--- config.mk ---
export PLATFORM = sky130hd
export DESIGN_NAME = mem_req_framer
export DESIGN_NICKNAME = d
export VERILOG_FILES = /design/src/rtl/mem_req_framer_pkg.sv /design/src/rtl/mem_req_buffer.sv /design/src/rtl/mem_req_framer.sv
export SDC_FILE = /design/constraint.sdc
export NUM_CORES = 1
export LEC_CHECK = 0
export ABC_AREA = 1
export BUFFER_PORTS_ARGS = -buffer_cell sky130_fd_sc_hd__buf_2
export CAP_MARGIN = 20
export CORE_UTILIZATION = 30
export DETAILED_ROUTE_END_ITERATION = 8
export PLACE_DENSITY = 0.5
export SETUP_SLACK_MARGIN = 0.05
export SYNTH_ARGS = -nofsm -noshare
export SYNTH_HDL_FRONTEND = slang
export SYNTH_SLANG_ARGS = --single-unit
--- constraint.sdc ---
create_clock -name clk -period 4.1 [get_ports clk]
set_clock_uncertainty 0.05 [all_clocks]
set_input_delay 0.205 -clock clk [delete_from_list [all_inputs] [get_ports clk]]
set_output_delay 0.205 -clock clk [all_outputs]
set_load 0.005 [all_outputs]
--- src/rtl/mem_req_framer_pkg.sv ---
// Shared constants, state encoding and byte-formatting helpers for the
// memory-gateway request framer.
package mem_req_framer_pkg;

  localparam logic [7:0] CMD_RD  = 8'h10;
  localparam logic [7:0] CMD_WR  = 8'h00;
  localparam int         HDR_LEN = 8;
  localparam int         REC_LEN = 8;

  typedef enum logic [1:0] {
    FILL = 2'd0,
    REQ  = 2'd1,
    SEND = 2'd2
  } state_t;

  // 57-bit buffered command: rd flag, 24-bit address, 32-bit write data.
  typedef struct packed {
    logic        rd;
    logic [23:0] addr;
    logic [31:0] data;
  } rec_t;

  function automatic logic [7:0] hdr_byte(input logic [31:0] s, input logic [2:0] b);
    logic [7:0] v;
    v = '0;
    case (b)
      3'd4:    v = s[31:24];
      3'd5:    v = s[23:16];
      3'd6:    v = s[15:8];
      3'd7:    v = s[7:0];
      default: v = '0;
    endcase
    return v;
  endfunction

  // Read records carry zero in the data field, whatever was buffered.
  function automatic logic [7:0] rec_byte(input rec_t r, input logic [2:0] f);
    logic [7:0] v;
    v = '0;
    case (f)
      3'd0:    v = r.rd ? CMD_RD : CMD_WR;
      3'd1:    v = r.addr[23:16];
      3'd2:    v = r.addr[15:8];
      3'd3:    v = r.addr[7:0];
      3'd4:    v = r.rd ? 8'h00 : r.data[31:24];
      3'd5:    v = r.rd ? 8'h00 : r.data[23:16];
      3'd6:    v = r.rd ? 8'h00 : r.data[15:8];
      default: v = r.rd ? 8'h00 : r.data[7:0];
    endcase
    return v;
  endfunction

endpackage

--- src/rtl/mem_req_buffer.sv ---
// Command buffer: one synchronous write port, one asynchronous read port
// indexed by record number.
module mem_req_buffer
  import mem_req_framer_pkg::*;
#(
  parameter int max_ops = 8,
  parameter int aw      = 3
) (
  input  logic          clk,
  input  logic          i_wr_en,
  input  logic [aw-1:0] i_wr_idx,
  input  rec_t          i_wr_rec,
  input  logic [aw-1:0] i_rd_idx,
  output rec_t          o_rd_rec
);

  rec_t r_mem [max_ops];

  // NOTE: the storage has no reset; the framer's count decides which
  // entries are valid, so it can map onto distributed RAM.
  always_ff @(posedge clk) begin
    if (i_wr_en) r_mem[i_wr_idx] <= i_wr_rec;
  end

  assign o_rd_rec = r_mem[i_rd_idx];

endmodule

--- src/rtl/mem_req_framer.sv ---
// Collects local-bus commands and streams them as one gateway request
// packet through an aggregate client transmit port.
module mem_req_framer
  import mem_req_framer_pkg::*;
#(
  parameter int jumbo_dw = 14,
  parameter int max_ops  = 8,
  parameter int aw       = 3
) (
  input  logic                clk,
  input  logic                rst_n,
  input  logic                cmd_valid,
  output logic                cmd_ready,
  input  logic                cmd_rd,
  input  logic [23:0]         cmd_addr,
  input  logic [31:0]         cmd_data,
  input  logic                flush,
  output logic                tx_req,
  output logic [jumbo_dw-1:0] tx_len,
  input  logic                tx_ack,
  input  logic                tx_strobe,
  output logic [7:0]          tx_data,
  output logic                busy,
  output logic [31:0]         seq
);

  localparam logic [jumbo_dw-1:0] L_HDR = jumbo_dw'(HDR_LEN);
  localparam logic [jumbo_dw-1:0] L_REC = jumbo_dw'(REC_LEN);
  localparam logic [aw:0]         L_MAX = (aw+1)'(max_ops);

  state_t              r_state;
  logic [aw:0]         r_count;
  logic [jumbo_dw-1:0] r_idx;
  logic [31:0]         r_seq;
  logic [jumbo_dw-1:0] r_tx_len;
  logic [7:0]          r_tx_data;
  logic                r_cmd_ready;
  logic                r_tx_req;
  logic                r_busy;

  logic                w_accept;
  logic [aw:0]         w_count_post;
  logic                w_send_now;
  logic [jumbo_dw-1:0] w_byte_idx;
  logic [jumbo_dw-1:0] w_rel;
  logic [aw-1:0]       w_rec_idx;
  rec_t                w_wr_rec;
  rec_t                w_rd_rec;
  logic [7:0]          w_next_byte;
  logic                w_last;

  assign w_accept     = cmd_valid & r_cmd_ready;
  assign w_count_post = r_count + (aw+1)'(w_accept);
  assign w_send_now   = (w_count_post == L_MAX) || (flush && (w_count_post != '0));

  // Byte that the next load places on tx_data: 0 on grant, idx+1 on a strobe.
  assign w_byte_idx  = (r_state == SEND) ? r_idx + 1'b1 : '0;
  assign w_rel       = w_byte_idx - L_HDR;
  assign w_rec_idx   = aw'(w_rel >> 3);
  assign w_next_byte = (w_byte_idx < L_HDR) ? hdr_byte(r_seq, 3'(w_byte_idx))
                                            : rec_byte(w_rd_rec, 3'(w_rel));
  assign w_last      = (r_idx == r_tx_len - 1'b1);

  assign w_wr_rec = '{rd: cmd_rd, addr: cmd_addr, data: cmd_data};

  mem_req_buffer #(
    .max_ops (max_ops),
    .aw      (aw)
  ) u_buffer (
    .clk      (clk),
    .i_wr_en  (w_accept),
    .i_wr_idx (r_count[aw-1:0]),
    .i_wr_rec (w_wr_rec),
    .i_rd_idx (w_rec_idx),
    .o_rd_rec (w_rd_rec)
  );

  // NOTE: all state uses non-blocking assignments so every register samples
  // pre-edge values regardless of statement order.
  always_ff @(posedge clk) begin
    if (!rst_n) begin
      r_state     <= FILL;
      r_count     <= '0;
      r_idx       <= '0;
      r_seq       <= '0;
      r_tx_len    <= '0;
      r_tx_data   <= '0;
      r_cmd_ready <= 1'b1;
      r_tx_req    <= 1'b0;
      r_busy      <= 1'b0;
    end else begin
      case (r_state)
        FILL: begin
          if (w_accept) r_count <= w_count_post;
          if (w_send_now) begin
            r_state     <= REQ;
            r_tx_len    <= L_HDR + L_REC * jumbo_dw'(w_count_post);
            r_cmd_ready <= 1'b0;
            r_tx_req    <= 1'b1;
            r_busy      <= 1'b1;
          end
        end
        REQ: begin
          if (tx_ack) begin
            r_state   <= SEND;
            r_idx     <= '0;
            r_tx_data <= w_next_byte;
            r_tx_req  <= 1'b0;
          end
        end
        SEND: begin
          if (tx_strobe) begin
            if (w_last) begin
              r_state     <= FILL;
              r_count     <= '0;
              r_seq       <= r_seq + 32'd1;
              r_cmd_ready <= 1'b1;
              r_busy      <= 1'b0;
            end else begin
              r_idx     <= r_idx + 1'b1;
              r_tx_data <= w_next_byte;
            end
          end
        end
        default: r_state <= FILL;
      endcase
    end
  end

  assign cmd_ready = r_cmd_ready;
  assign tx_req    = r_tx_req;
  assign tx_len    = r_tx_len;
  assign tx_data   = r_tx_data;
  assign busy      = r_busy;
  assign seq       = r_seq;

endmodule

; ---- After elaboration in Yosys (flattened, before gate mapping)
; Memory sizes are Yosys's and may differ from the RTL's.
; Cells that the tools add are included.
[classes]
addsub = 6
n_lt_le_gt_ge = 1
n_eq_ne = 20
mux = 38
n_bitwise = 1
n_reduce_logical = 15
[op_table]
columns = op, n
row1 = $mux 8, 8
row2 = $mux 14, 4
row3 = $pmux 8 s7, 1
row4 = $add 32x1->32 const B, 1
row5 = $pmux 8 s4, 1
row6 = $pmux 14 s2, 1
row7 = $eq 3x3->1 const B, 7
row8 = $pmux 8 s2, 1
row9 = $reduce_and 4->1, 4
row10 = $add 14x1->14 const B, 1
row11 = $eq 14x14->1, 1
row12 = $lt 14x4->1 const B, 1
row13 = $sub 14x1->14 const B, 1
row14 = $mux 4, 3
row15 = $ne 2x2->1 const B, 6
row16 = $mux 1, 9
row17 = $add 4x7->8 const A, 1
row18 = $mux 2, 4
row19 = $pmux 4 s2, 1
row20 = $eq 3x2->1 const B, 2
row21 = $pmux 1 s2, 3
row22 = $pmux 2 s3, 1
row23 = $reduce_and 3->1, 2
row24 = $reduce_bool 2->1, 3
row25 = 14 further kinds, 14
[totals]
regBits = 77
mem_bits_rw = 456
in_bits = 63
wordCells = 91
mem_count = 1
[memory_table]
columns = memory, words, width, read_ports, rd_ports_with_merged_regs, write_ports, line
row1 = u_buffer.r_mem, 8, 57, 1, 0, 1, mem_req_buffer.sv:17  ; rec_t r_mem [max_ops];

; ---- Longest topological paths before layout
; Gate-level depths: netlist of the first run.
; An unclocked memory read counts as a cell.
[logic_depth]
word_depth = 10
mapped_depth = 20
mapped_depth_nobuf = 19

; ---- Hierarchy
; From an unflattened synthesis of the first run, not the netlist that was laid out.
[hier_totals]
hier_cells = 2838
area_unflattened_um2 = 25105.3
[by_module_without_submodules]
columns = mod, n_inst, cells_each, area_each_um2, seq_area_each_um2
row1 = mem_req_buffer, 1, 1988, 19817.8, 13693.1
row2 = mem_req_framer, 1, 850, 5287.6, 1361.3

; ---- Worst setup path after synthesis of the first run
; OpenSTA, ideal clock, no wires.
[synth_timing]
path_type = flip-flop to flip-flop
from = reg r_cmd_ready, in the netlist cmd_ready
to = mem u_buffer.r_mem[0][0] (netlist name), enable pin
setup_time_ps = 472
arrival_time_ps = 3106
required_ps = 3578
path_slack_ps = 472
stages_incl_launch_ff = 4
n_path_buf = 0
period_less_slack_ps = 3628
path_cell_list = dfxtp_1 -> nand2_1 -> or2_2 -> nor2_1
[synth_between]
elab_chain_len = 3
[synth_lines]
columns = element, line
row1 = start: declaration, mem_req_framer.sv:37  ; logic r_cmd_ready;
row2 = start signal: assignment, mem_req_framer.sv:88  ; r_cmd_ready <= 1'b1;
row3 = start signal: assignment, mem_req_framer.sv:98  ; r_cmd_ready <= 1'b0;
row4 = start signal: assignment, mem_req_framer.sv:117  ; r_cmd_ready <= 1'b1;
row5 = $and 1x1->1, mem_req_framer.sv:52  ; assign w_accept = cmd_valid & r_cmd_ready;
row6 = $mux 1, mem_req_buffer.sv:22  ; if (i_wr_en) r_mem[i_wr_idx] <= i_wr_rec;
row7 = $mux 1 (implied by the code), mem_req_buffer.sv:22
row8 = end: declaration, mem_req_buffer.sv:17
; Every way passes these cells.

; ---- Worst setup path in the final report of the first run
[layout_timing]
from = reg r_idx[0]
to = reg r_tx_data[0], in the netlist tx_data[0]
[layout_between]
elab_chain_len = 10
[layout_lines]
columns = element, line
row1 = start: declaration, mem_req_framer.sv:33  ; logic [jumbo_dw-1:0] r_idx;
row2 = start signal: assignment, mem_req_framer.sv:120  ; r_idx <= r_idx + 1'b1;
row3 = $add 14x1->14, mem_req_framer.sv:57  ; assign w_byte_idx = (r_state == SEND) ? r_idx + 1'b1 : '0;
row4 = $mux 14, mem_req_framer.sv:57
row5 = $sub 6x4->6, mem_req_framer.sv:58  ; assign w_rel = w_byte_idx - L_HDR;
row6 = $mem_v2 8x57, n/a
row7 = "$mux 8, on equally long branches", n/a
row8 = $pmux 8 s7, mem_req_framer_pkg.sv:40  ; case (f)
row9 = $mux 8, mem_req_framer.sv:60  ; assign w_next_byte = (w_byte_idx < L_HDR) ? hdr_byte(r_seq, 3'(w_byte_idx))
row10 = $mux 8, mem_req_framer.sv:113  ; if (w_last) begin
row11 = $mux 8, mem_req_framer.sv:112  ; if (tx_strobe) begin
row12 = $pmux 8 s2, mem_req_framer.sv:92  ; case (r_state)
row13 = end signal: assignment, mem_req_framer.sv:107  ; r_tx_data <= w_next_byte;
row14 = end signal: assignment, mem_req_framer.sv:121  ; r_tx_data <= w_next_byte;
row15 = end: declaration, mem_req_framer.sv:36  ; logic [7:0] r_tx_data;
; Several ways; a longest one is shown, not always the timed one. The select of a mux whose other input is x is not followed.
; A chain may end at the register's enable or synchronous reset.

==> metrics.cfg, run 1 <==
[worst_setup_path]
cp_common_cell=nand2_1
crit_path_end_kind=flip-flop
path_cells=ha_1 > nand2_1 > inv_1 > nand2_1 > nand2_1 > nand3_1 > ha_4 > clkinv_2 > buf_12 > nand3_1 > nand2_1 > nand2_1 > nand3_1 > nand3_1 > nand2_1 > nand3_1 > nand2_1 > a21oi_1
cp.arrival_ns=4.05
cp_slowest_stage_delay_ns=0.51
criticalPathCategory=reg2reg
cp-start-kind=flip-flop
required_ns=4.60
critPathSlowestCell=dfxtp_1
worstPathMaxFanout=40

[yosys]
yosysSeqAreaShare=0.655
ys_top_cells_by_count=785 x nand2_1, 456 x edfxtp_1, 297 x nand3_1
synthCells=2278
yosysUniqueCellTypes=40
yosysMostFrequentCell=nand2_1
yosys_warnings=0
yosys.area.top_type=edfxtp_1
ys.flop_type=edfxtp_1
synth_area_leaders=edfxtp_1 60%, nand2_1 13%, nand3_1 6.5%
ys_ff_latch=524
yosys.area.top_type_share=0.596
synth-edff-count=456
syn_avg_cell_area_um2=10.1
async_flop_share=0
synth_area_mm2=0.0230

[route]
wl_per_cell_um=19.3
ant_nets=0
detail_route.iter0.violations=1462
drc_errors=0
dr.pass1.iters=7
routed_wl_um=66500
vias_per_cell=4.90
via_count=16900

[cells_and_area]
finalNonFillerCells=3453
drive_gt1_frac=0.109
fin_nets=2498
syn_to_final_growth_pct=18.1
fin_util=0.358

[global_route]
antenna_found_initial=6
grt_pass1_wl_um=101000
grt_max_degree=107
overflow=0
grt_use_total=0.169
grt_pass1_vias=16200

[cts]
clk_latency_ns=0.63
clockRootBuffer=clkbuf_16
cts_tree=yes
postCtsSetupRepairBufs=0
cts_max_path_buffers=3
cts.sinks=524
clk_pin_slew_ns=0.06
cts_resized=0
h-tree-depth=2
cts_buffers=57

[floorplanning]
die_x_um=279
fp.dieH_um=279
coreArea_mm2=0.0758
rows=101
io_pins=120
die_area_mm2=0.0777
start_util=0.303

[placed_design]
dp_cells=3287
dpl_worst_slack_ns=0.504
io_buffers=110
place.gp.congestion=0.898
dp_hpwl_um=39000

[timing]
setup-tns-final_ns=0
timing.slew.headroom=0.446
setup_viol=0
fin_crit_sh=0.865
worst_slack_ns=0.554
tightest_slew_ns=0.831
max_freq_mhz=282
finalCriticalPeriod_ns=3.55
hold_violations=0
grt_setup_unrepaired=no
finalMaxSlewViolations=0

[run_status]
status=finished clean

[pwr]
p_seq_frac=0.441
swShare=0.306
internal_power_mw=9.90
power_density_mw_per_mm2=526
p_leak_nw=10.1
irDropWorstVdd_mv=0.341
combPwrFrac=0.204
power_mw=14.3
p_clk_frac=0.355
switchingPower_mw=4.36

[flow_run]
max_cap_violations=0

[worst_hold_path]
min-delay-path-class=in2reg

[logic make-up after synthesis]
logic type               count (synthesis)  synth area share
AND/OR/NAND/NOR                       1330             0.246
flip-flops                             524             0.655
buffers and inverters                  232            0.0439
AO/OA/AOI/OAI                          141            0.0344
XOR/XNOR                                41            0.0156
adder cells (fa/ha/maj)                  9           0.00490
other                                    1          0.000163
[per-stage QoR]
stage	area, um2	hold WS (ns)
2_1_floorplan	23000	0.254
6_report	27100	0.0435
3_5_place_dp	24700	0.418
4_1_cts	27100	0.0224
5_1_grt	27100	0.0632
3_3_place_gp	24700	0.407
[layout by cell type, fill, tap and decap left out, drive strengths merged, types with 7 or more instances in the layout]
master and instances:
xnor2 7, nor3 22, buf 151, clkinv 33, xor2 34, nand3 302, or2 9, a21oi 67
nor2 137, dlygate4sd3 58, o211ai 8, dfxtp 68, a221oi 8, nand2 787, o21ai 45, conb 9
edfxtp 456, inv 103, clkbuf 68, o22ai 8, ha 9, nand4 63
[cell type report]
class / instances / area (um2)
Sequential cell: 524 / 15100
Clock buffer: 68 / 1470
Fill cell: 7529 / 48700
Multi-Input combinational cell: 1530 / 7030
Antenna cell: 1 / 2.50
Timing Repair Buffer: 209 / 1610
Tap cell: 978 / 1220
Inverter: 104 / 394
Clock inverter: 39 / 355
[metal layers]
metal | global-route usage | vias to the layer above | wire length (um)
met3 | 0.0304 | 117 | 3310
met4 | 0.0441 | 10 | 1460
met2 | 0.279 | 474 | 31600
met5 | 0 | - | 67
li1 | - | 8097 | -
met1 | 0.229 | 8231 | 30100
[worst max-delay path, delay by kind of cell, from the launching register on]
family | cells | cell delay (ns)
buffers and inverters | 3 | 0.84
DFF | 1 | 0.51
AOI/OAI and AO/OA | 1 | 0.13
adders and majority gates | 2 | 0.70
and+or+nand+nor | 12 | 1.21
[power by group through the flow]
| stage | Combinational (mW) | Clock (mW) | Sequential (mW) |
|---|---|---|---|
| 6_report | 2.92 | 5.06 | 6.29 |
| 3_5_place_dp | 2.87 | 0 | 6.40 |
| 3_3_place_gp | 2.85 | 0 | 6.39 |
| 5_1_grt | 3.26 | 5.37 | 6.32 |
| 2_1_floorplan | 1.89 | 0 | 6.37 |
| 4_1_cts | 2.93 | 5.17 | 6.29 |
[worst paths after layout]
kind                            startpoint          to  slack, ns  depth (start not counted)
worst max-delay path              r_idx[0]  tx_data[0]       0.55                         18
worst min-delay path                 rst_n   cmd_ready       0.04                          2
worst max register to register    r_idx[0]  tx_data[0]       0.55                         18
worst min register to register        busy        busy       0.42                          2
[repair_timing]
item,in CTS,in global routing
endpoints found under the hold margin,459,0
hold buffers,58,0
endpoints found under the setup margin,0,0
[flip-flops by register name, indices dropped and copies added (netlist names)]
register and count:
busy 1, cmd_ready 1, r_count 4, r_idx 14, r_state 2, seq 32
tx_data 8, tx_len 5, tx_req 1, u_buffer.r_mem 456
(Power assumes the default switching activity.)
==> run 2: changes to the inputs <==
- ABC_AREA: 1 -> not set
- CORE_UTILIZATION: 30 -> 55
- PLACE_DENSITY: 0.5 -> 0.78
- SKIP_CTS_REPAIR_TIMING: not set -> 1
==> run 2 against run 1 <==
Wire length decreased by 25%. Cell count decreased by 42%. Core utilization increased by 30 points. Synthesized cell count decreased by 45%. Maximum frequency decreased by 7.1%. Worst setup slack got worse by 0.27 ns. Die area decreased by 49%. Clock-buffer cell count decreased by 6. First-iteration DRC count decreased by 23%. Sequential share of layout area increased by 5.0 points. Sequential cell count unchanged. Largest cell class unchanged.
==> metrics.cfg, run 2 <==
[run_status]
status=finished clean  ; unchanged

[cells_and_area]
fin_nets=1510  ; was 2,498
syn_to_final_growth_pct=16.3  ; was 18.1%
most-common-layout-cells=456 x edfxtp_1, 114 x mux4_2, 110 x buf_2, 77 x nand2_1, 68 x dfxtp_1  ; was 782 x nand2_1, 456 x edfxtp_1, 297 x nand3_1, 127 x nor2_1, 110 x buf_2
final_area_mm2=0.0249  ; was 0.0271 mm2
largest_register_ffs=456  ; unchanged
drive_gt1_frac=0.245  ; was 0.109
mostFrequentLayoutCell=edfxtp_1  ; was nand2_1
top_register=u_buffer.r_mem  ; unchanged
fin_util=0.655  ; was 0.358

[worst_setup_path]
path_cells=nor2b_4 > nand2_1 > mux2i_4 > inv_1 > ha_4 > or4_4 > o211a_4 > nand2_4 > buf_12 > mux2i_1 > o22ai_1 > o21ai_0 > a21oi_1  ; was ha_1 > nand2_1 > inv_1 > nand2_1 > nand2_1 > nand3_1 > ha_4 > clkinv_2 > buf_12 > nand3_1 > nand2_1 > nand2_1 > nand3_1 > nand3_1 > nand2_1 > nand3_1 > nand2_1 > a21oi_1
cp_slowest_stage_delay_ns=0.55  ; was 0.51 ns
cp-start-kind=flip-flop  ; unchanged
criticalPathCategory=reg2reg  ; unchanged
critPathSlowestCell=dfxtp_1  ; unchanged
required_ns=4.52  ; was 4.60 ns
worstPathMaxFanout=19  ; was 40
rrSetupSlack_ns=0.28  ; was 0.55 ns
crit_path_end_kind=flip-flop  ; unchanged
cp.arrival_ns=4.24  ; was 4.05 ns

[flow_run]
max_cap_violations=0  ; unchanged

[placed_design]
io_buffers=110  ; unchanged
placed_area_mm2=0.0226  ; was 0.0247 mm2
place.gp.congestion=0.912  ; was 0.898
dp_hpwl_um=28900  ; was 39,000 um

[worst_hold_path]
min-delay-path-class=in2reg  ; unchanged

[cts]
cts_tree=yes  ; unchanged
cts_buffers=52  ; was 57
clockRootBuffer=clkbuf_16  ; unchanged
cts_max_path_buffers=3  ; unchanged
clk_latency_ns=0.60  ; was 0.63 ns
h-tree-depth=2  ; unchanged
clk_pin_slew_ns=0.06  ; about the same
cts.sinks=524  ; unchanged

[timing]
max_freq_mhz=262  ; was 282 MHz
setup_viol=0  ; unchanged
whs_ns=0.104  ; was 0.0435 ns
finalMaxSlewViolations=0  ; unchanged
setup-tns-final_ns=0  ; unchanged
finalCriticalPeriod_ns=3.82  ; was 3.55 ns
timing.slew.headroom=0.315  ; was 0.446
grt_setup_unrepaired=no  ; unchanged
tightest_slew_ns=1.03  ; was 0.831 ns
fin_crit_sh=0.931  ; was 0.865
hold_violations=0  ; unchanged

[global_route]
grt_pass1_vias=11900  ; was 16,200
antenna_found_initial=2  ; was 6
grt_use_total=0.255  ; was 0.169
grt_pass1_wl_um=73600  ; was 101,000 um
overflow=0  ; unchanged
grt_max_degree=115  ; was 107

[pwr]
irDropWorstVdd_mv=0.394  ; was 0.341 mV
power_density_mw_per_mm2=450  ; was 526 mW/mm2
power_mw=11.2  ; was 14.3 mW
p_leak_nw=8.19  ; was 10.1 nW

[yosys]
yosysUniqueCellTypes=66  ; was 40
yosys.area.top_type=edfxtp_1  ; unchanged
synth_area_leaders=edfxtp_1 64%, mux4_2 12%, dfxtp_1 6.4%  ; was edfxtp_1 60%, nand2_1 13%, nand3_1 6.5%
ys_top_cells_by_count=456 x edfxtp_1, 114 x mux4_2, 77 x nand2_1  ; was 785 x nand2_1, 456 x edfxtp_1, 297 x nand3_1
ys.flop_type=edfxtp_1  ; unchanged
synth_area_mm2=0.0214  ; was 0.0230 mm2
yosys_warnings=0  ; unchanged
synthCells=1248  ; was 2,278
ys_ff_latch=524  ; unchanged
synth-edff-count=456  ; unchanged
yosysMostFrequentCell=edfxtp_1  ; was nand2_1
async_flop_share=0  ; unchanged
yosys.area.top_type_share=0.639  ; was 0.596
syn_avg_cell_area_um2=17.2  ; was 10.1 um2
yosysSeqAreaShare=0.703  ; was 0.655

[floorplanning]
start_util=0.564  ; was 0.303
die_x_um=199  ; was 279 um
io_pins=120  ; unchanged
die_area_mm2=0.0398  ; was 0.0777 mm2
rows=71  ; was 101
fp.dieH_um=199  ; was 279 um
coreArea_mm2=0.0380  ; was 0.0758 mm2

[route]
ant_nets=0  ; unchanged
routed_wl_um=49600  ; was 66,500 um
vias_per_cell=6.18  ; was 4.90
drc_errors=0  ; unchanged
detail_route.iter0.violations=1125  ; was 1,462
via_count=12300  ; was 16,900
wl_per_cell_um=24.9  ; was 19.3 um
dr.pass1.iters=6  ; was 7

run 2: cell types whose count changed after synthesis, moves of 34 or more:
cell / change
inv_1: -82
mux4_2: +114
nand4_1: -51
a22oi_1: +34
nand2_1: -708
buf_2: -40
nand3_1: -267
nor2_1: -64
run 2: per-layer routing:
layer / up-vias / routed length [um] / track usage
met5: - / 0 / 0
met4: 0 / 1540 / 0.0981
met3: 101 / 4310 / 0.0518
met2: 651 / 23800 / 0.396
met1: 6210 / 20000 / 0.358
li1: 5359 / - / -
run 2: layout make-up:
type / count / area [um2]
Clock buffer: 62 / 1370
Inverter: 17 / 63.8
Sequential cell: 524 / 15100
Tap cell: 511 / 639
Antenna cell: 1 / 2.50
Clock inverter: 35 / 350
Multi-Input combinational cell: 643 / 5990
Timing Repair Buffer: 200 / 1440
Fill cell: 2607 / 13100
run 2: critical path, delay by kind of cell, from the launching register on:
kind,cells,cell delay (ns)
AND/OR/NAND/NOR,4,1.11
AO/OA/AOI/OAI,4,0.95
flip-flops,1,0.55
multiplexers,2,0.43
buffers and inverters,2,0.38
adder cells (fa/ha/maj),1,0.22
run 2: final timing paths:
| path | depth (start not counted) | start | endpoint |
|---|---|---|---|
| max | 13 | r_state[1] | tx_data[1] |
| min | 5 | flush | r_state[0] |
| max reg2reg | 13 | r_state[1] | tx_data[1] |
| min reg2reg | 2 | busy | busy |
run 2: kinds of logic after synthesis:
family / after synthesis / synth area share
XOR/XNOR: 48 / 0.0196
multiplexers: 140 / 0.133
flip-flops: 524 / 0.703
AO/OA/AOI/OAI: 150 / 0.0484
other: 1 / 0.000175
adder cells (fa/ha/maj): 9 / 0.00526
buffers and inverters: 89 / 0.0231
AND/OR/NAND/NOR: 287 / 0.0683
run 2: report_power, final:
group / switching, mW / internal [mW] / total [mW]
sequential: 0.0556 / 5.94 / 5.99
clock: 2.00 / 2.78 / 4.78
combinational: 0.279 / 0.157 / 0.436
total: 2.34 / 8.87 / 11.2
run 2: stage by stage:
stage	cells	setup WS (ns)
floorplan	1256	0.551
global placement	1834	0.320
detailed placement	1834	0.254
CTS	1931	0.187
global route	1993	0.121
finish	1993	0.282
